$ cat config.mk
export PLATFORM = sky130hd
export DESIGN_NAME = rr_mux_n_w_flat
export DESIGN_NICKNAME = d
export VERILOG_FILES = /design/src/rtl/mux_pkg.sv /design/src/rtl/rr_mux_n_w_if.sv /design/src/rtl/rr_mux_n_w_arbiter.sv /design/src/rtl/rr_mux_n_w.sv /design/src/flat_wrapper.sv
export SDC_FILE = /design/constraint.sdc
export NUM_CORES = 1
export LEC_CHECK = 0
export ABC_AREA = 0
export BUFFER_PORTS_ARGS = -buffer_cell sky130_fd_sc_hd__buf_2
export CAP_MARGIN = 20
export CORE_AREA = 4 4 85 87
export DETAILED_ROUTE_END_ITERATION = 8
export DIE_AREA = 0 0 89 91
export PLACE_DENSITY_LB_ADDON = 0.3
export SLEW_MARGIN = 10
export SYNTH_ARGS = -nofsm -noshare
export SYNTH_HDL_FRONTEND = slang
export SYNTH_SLANG_ARGS = --single-unit
$ cat constraint.sdc
create_clock -name clk -period 7.6 [get_ports clk]
set_input_delay 0.76 -clock clk [delete_from_list [all_inputs] [get_ports clk]]
set_output_delay 0.76 -clock clk [all_outputs]
set_load 0.01 [all_outputs]
$ cat src/rtl/mux_pkg.sv
// Shared helpers for the round-robin arbitrating mux.
// Index-width and channel-slice arithmetic.
package mux_pkg;

  function automatic int idx_w(input int n);
    return (n < 2) ? 1 : $clog2(n);
  endfunction

  function automatic int slice_lo(input int i, input int w);
    return i * w;
  endfunction

endpackage

$ cat src/rtl/rr_mux_n_w_if.sv
// Handshake bundle for the arbitrating mux.
// Producer side and consumer side share one interface.
interface rr_mux_n_w_if
  import mux_pkg::*;
#(
  parameter int NCH   = 8,
  parameter int WIDTH = 16
) ();
  localparam int SELW = idx_w(NCH);

  logic [NCH-1:0]       in_valid;
  logic [NCH*WIDTH-1:0] in_data;
  logic [NCH-1:0]       in_ready;
  logic                 out_valid;
  logic [WIDTH-1:0]     out_data;
  logic [SELW-1:0]      out_ch;
  logic                 out_ready;

  modport master (
    output in_valid, in_data, out_ready,
    input  in_ready, out_valid, out_data, out_ch
  );

  modport slave (
    input  in_valid, in_data, out_ready,
    output in_ready, out_valid, out_data, out_ch
  );
endinterface

$ cat src/rtl/rr_mux_n_w_arbiter.sv
// Combinational round-robin / fixed-priority arbiter.
// Search starts at ptr (or 0) and wraps explicitly modulo NCH.
module rr_arbiter
  import mux_pkg::*;
#(
  parameter  int NCH  = 8,
  localparam int SELW = idx_w(NCH)
) (
  input  logic [NCH-1:0]  req,
  input  logic [SELW-1:0] ptr,
  input  logic            fix_pri,
  input  logic            en,
  output logic [NCH-1:0]  gnt,
  output logic [SELW-1:0] gnt_idx,
  output logic            any_gnt
);
  int   base;
  int   c;
  int   idx;
  logic found;

  always_comb begin
    gnt     = '0;
    gnt_idx = '0;
    any_gnt = 1'b0;
    found   = 1'b0;
    idx     = 0;
    c       = 0;
    base    = fix_pri ? 0 : int'(ptr);
    for (int k = 0; k < NCH; k++) begin
      c = base + k;
      if (c >= NCH) c = c - NCH;
      if (!found && req[c]) begin
        found = 1'b1;
        idx   = c;
      end
    end
    if (found && en) begin
      gnt[idx] = 1'b1;
      gnt_idx  = SELW'(idx);
      any_gnt  = 1'b1;
    end
  end
endmodule

$ cat src/rtl/rr_mux_n_w.sv
// N-channel W-bit arbitrating mux with one registered output stage.
// Owns the round-robin pointer and the output register.
module rr_mux_n_w
  import mux_pkg::*;
#(
  parameter int WIDTH = 16,
  parameter int NCH   = 8
) (
  input  logic         clk,
  input  logic         rst_n,
  input  logic         fix_pri,
  rr_mux_n_w_if.slave  bus
);
  localparam int SELW = idx_w(NCH);

  logic [SELW-1:0] ptr;
  logic [SELW-1:0] gnt_idx;
  logic [NCH-1:0]  gnt;
  logic            any_gnt;
  logic            load_en;
  logic            en;

  assign load_en = !bus.out_valid || bus.out_ready;
  // Gate with rst_n so nothing is accepted while reset is held.
  assign en = load_en && rst_n;

  rr_arbiter #(.NCH(NCH)) u_arb (
    .req     (bus.in_valid),
    .ptr     (ptr),
    .fix_pri (fix_pri),
    .en      (en),
    .gnt     (gnt),
    .gnt_idx (gnt_idx),
    .any_gnt (any_gnt)
  );

  assign bus.in_ready = gnt;

  always_ff @(posedge clk or negedge rst_n) begin
    if (!rst_n) begin
      bus.out_valid <= 1'b0;
      bus.out_data  <= '0;
      bus.out_ch    <= '0;
      ptr           <= '0;
    end else if (any_gnt) begin
      bus.out_valid <= 1'b1;
      bus.out_data  <= bus.in_data[slice_lo(int'(gnt_idx), WIDTH) +: WIDTH];
      bus.out_ch    <= gnt_idx;
      if (!fix_pri)
        ptr <= (gnt_idx == SELW'(NCH - 1)) ? '0 : gnt_idx + 1'b1;
    end else if (load_en) begin
      bus.out_valid <= 1'b0;
    end
  end
endmodule

$ cat src/flat_wrapper.sv
// flat-port wrapper written by rule: the top's interface ports become plain ports
module rr_mux_n_w_flat import mux_pkg::*;
#(
  parameter int WIDTH = 16,
  parameter int NCH   = 8
)
  (clk, rst_n, fix_pri, bus_in_valid, bus_in_data, bus_out_ready, bus_in_ready, bus_out_valid, bus_out_data, bus_out_ch);
  rr_mux_n_w_if #(.NCH(NCH), .WIDTH(WIDTH)) bus_i ();
  input  logic clk;
  input  logic rst_n;
  input  logic fix_pri;
  input wire logic [$bits(bus_i.in_valid)-1:0] bus_in_valid;
  input wire logic [$bits(bus_i.in_data)-1:0] bus_in_data;
  input wire logic [$bits(bus_i.out_ready)-1:0] bus_out_ready;
  output wire logic [$bits(bus_i.in_ready)-1:0] bus_in_ready;
  output wire logic [$bits(bus_i.out_valid)-1:0] bus_out_valid;
  output wire logic [$bits(bus_i.out_data)-1:0] bus_out_data;
  output wire logic [$bits(bus_i.out_ch)-1:0] bus_out_ch;
  assign bus_i.in_valid = bus_in_valid;
  assign bus_i.in_data = bus_in_data;
  assign bus_i.out_ready = bus_out_ready;
  assign bus_in_ready = bus_i.in_ready;
  assign bus_out_valid = bus_i.out_valid;
  assign bus_out_data = bus_i.out_data;
  assign bus_out_ch = bus_i.out_ch;
  rr_mux_n_w #(.WIDTH(WIDTH), .NCH(NCH)) u_core (.clk(clk), .rst_n(rst_n), .fix_pri(fix_pri), .bus(bus_i));
endmodule
==> flow_metrics.tcl <==
set metrics [dict create \
    status "finished clean" \
    die_area_mm2 0.008099 \
    boundaryPins 168 \
    grt_pass1_vias 3536 \
    p_seq_frac 0.153 \
    fin_skew_ns 0.01154 \
    synth_cells 369 \
    yosysSeqAreaShare 0.1803 \
    place_hpwl_mm 8.996 \
    synth.top_cells.by_area "dfrtp_1 18%, mux2i_1 13%, mux2_1 9.5%" \
    clock_latency_ns 0.27 \
    synth_area_per_cell_um2 8.650 \
    yosys_most_used_dff "dfrtp_1" \
    cellLeakagePower_nw 2.052 \
    syn2layout_area_growth_pct 27.79 \
    ys_warn_count 0 \
    cts-htree-levels 1 \
    gp_congestion 1.006 \
    swShare 0.5149 \
    netlist.area_leader.share 0.1803 \
    clockBufferDepth 2 \
    power_w 0.001562 \
    numCtsBuffers 3 \
    rrSetupSlack_ns 2.22 \
    gr-usage-all-layers 0.2646 \
    crit_top_cell "buf_2" \
    synth-seq-cells 23 \
    p_comb_frac 0.799 \
    cts_resized 0 \
    synth_top_area_cell "dfrtp_1" \
    ir_drop_mv 0.2552 \
    finalSetupTns_ns 0 \
    crit_family "simple AND/OR/NAND/NOR gates" \
    yosys-top-cells-count "51 x nor2_1, 40 x mux2i_1, 27 x mux2_1, 23 x a21oi_1, 23 x dfrtp_1" \
    async_flop_share 1.000 \
    num-nets-final 658 \
    drive_gt1_frac 0.4000 \
    routedWlPerCell_um 18.73 \
    vias 3637 \
    n_antenna_cell 0 \
    p_switching_w 0.0008042 \
    postRouteAntennaNets 0 \
    synth-edff-count 0 \
    slowest_delay_ns 0.69 \
    p_int_w 0.0007576 \
    rows 29 \
    synth_area_mm2 0.003192 \
    syn-num-nets 511 \
    grt_max_degree 39 \
    initial_core_util 0.5027 \
    post-cts-setup-buffer-count 0 \
    n_fill_cell 561 \
    port_buffers 167 \
    path_buf_inv 4 \
    rsz0062_at_grt "false" \
    final_max_slew_viol_count 0 \
    min_period_over_period 0.8012 \
    die_w_um 89 \
    crit_path_max_fanout 26 \
    drt-initial-drc-count 313 \
    power.density_mw_per_mm2 382.9 \
    via_per_inst 6.144 \
    post-route-util 0.6424 \
    critPathKind "in -> out" \
    root_buffer "clkbuf_8" \
    tightest_slew_ns 0.8133 \
    path_cells "buf_2, nor2b_1, inv_1, ha_1, and3b_1, or3_1, o311a_1, nor2_1, or4b_2, nand4_1, nor2_4, buf_4, nand2_1, nor3_1, buf_2" \
    start_kind "input port" \
    crit_arrival_ns 5.33 \
    cts_tree "done" \
    period_minus_slack_ns 6.089 \
    hold_path.class "in -> async" \
    clkPwrFrac 0.048 \
    clock-sinks 23 \
    synthMostInstantiatedCell "nor2_1" \
    setup.worst_path.end_class "primary output" \
    firstDrtPassIters 5 \
    grt_pass1_wl_mm 17.31 \
    routed_wl_mm 11.09 \
    cts_hold_buf 0 \
    antenna_found_initial 0 \
    path_clk_slew_ns 0.08 \
    synth_cell_types 66 \
    coreArea_mm2 0.006350 \
    fmax_mhz 164.2 \
    crit_slowest_cell "nor2b_1" \
    maxCapViolations 0 \
    slew_headroom 0.4567 \
    setup_viol 0 \
    hold_viol 0 \
    gr-total-overflow 0 \
    drcViolationCount 0 \
    die_height_um 91 \
    required_ns 6.84 \
]
[layout by cell type (no fill, tap or decap), types with 3 or more instances in the layout]
cell type	count
a211oi_1	21
a21oi_1	23
mux2i_1	40
nor2b_1	6
nand2b_1	5
buf_2	167
nand2_1	16
a21o_1	6
mux4_2	5
nor2_1	50
nor4_1	3
nor3_1	4
nand4_1	4
o211ai_1	3
inv_1	9
a221o_1	16
clkbuf_8	3
mux2_4	5
mux2_1	27
mux2_2	6
buf_4	4
dfrtp_1	23
a22oi_1	3
xnor2_1	3
o21ai_0	8
and3b_1	3
[registers in the layout, indices dropped and copies added, names as in the netlist]
| name | flops |
|---|---|
| u_core.bus.out_ch | 3 |
| u_core.bus.out_data | 16 |
| u_core.ptr | 3 |
| u_core.bus.out_valid | 1 |
[layer usage]
layer  global-route usage  vias up  wire, um
li1                     -     1711         -
met1               0.3419     1696      4368
met2               0.4499      205      5455
met3              0.05249       25      1001
met4              0.06328        0       262
met5                    0        -         0
[power groups by stage]
stage	sequential, W	combinational (W)	clock, W
CTS	0.000237	0.00122	0.0000753
floorplan	0.000234	0.000938	0
detailed placement	0.000237	0.00122	0
finish	0.000239	0.00125	0.0000744
global placement	0.000235	0.00120	0
global route	0.000248	0.00135	0.0000811
[metrics by stage]
step / instance area, um^2 / cells / setup WS, ns / hold slack (ns)
floorplan: 3192 / 369 / 3.111 / 0.4644
global placement: 4005 / 587 / 1.718 / 0.4577
detailed placement: 4005 / 587 / 1.577 / 0.4750
global route: 4079 / 592 / 1.105 / 0.4930
CTS: 4051 / 591 / 1.558 / 0.4740
finish: 4079 / 592 / 1.511 / 0.4563
[cells by family after synthesis]
| group | after synthesis | synth area share |
|---|---|---|
| fa+ha+maj | 2 | 0.007839 |
| mux | 84 | 0.3077 |
| xor+xnor | 3 | 0.008234 |
| buf+inv | 40 | 0.06311 |
| flops | 23 | 0.1803 |
| simple gates | 109 | 0.1682 |
| compound gates | 108 | 0.2646 |
[layout make-up]
type | instances | area, um^2 | share of cell area
clock buffer | 3 | 41.29 | 0.01012
clock inverter | 1 | 5.005 | 0.001227
inverter | 10 | 40.04 | 0.009816
multi-input combinational | 306 | 2427 | 0.5951
sequential | 23 | 575.6 | 0.1411
tap | 77 | 96.34 | 0.02362
timing repair buffer | 172 | 893.4 | 0.2190
[worst paths after layout]
| path | depth (start not counted) | startpoint | endpoint |
|---|---|---|---|
| max | 15 | fix_pri | bus_in_ready[4] |
| min | 1 | rst_n | u_core.bus.out_data[1] |
| max reg2reg | 15 | u_core.ptr[1] | u_core.bus.out_data[3] |
| min reg2reg | 1 | u_core.bus.out_ch[1] | u_core.bus.out_ch[1] |
| max in group asynchronous | 1 | rst_n | u_core.ptr[1] |
| min in group clk | 1 | u_core.bus.out_ch[1] | u_core.bus.out_ch[1] |
Power figures use the tool's default switching activity.
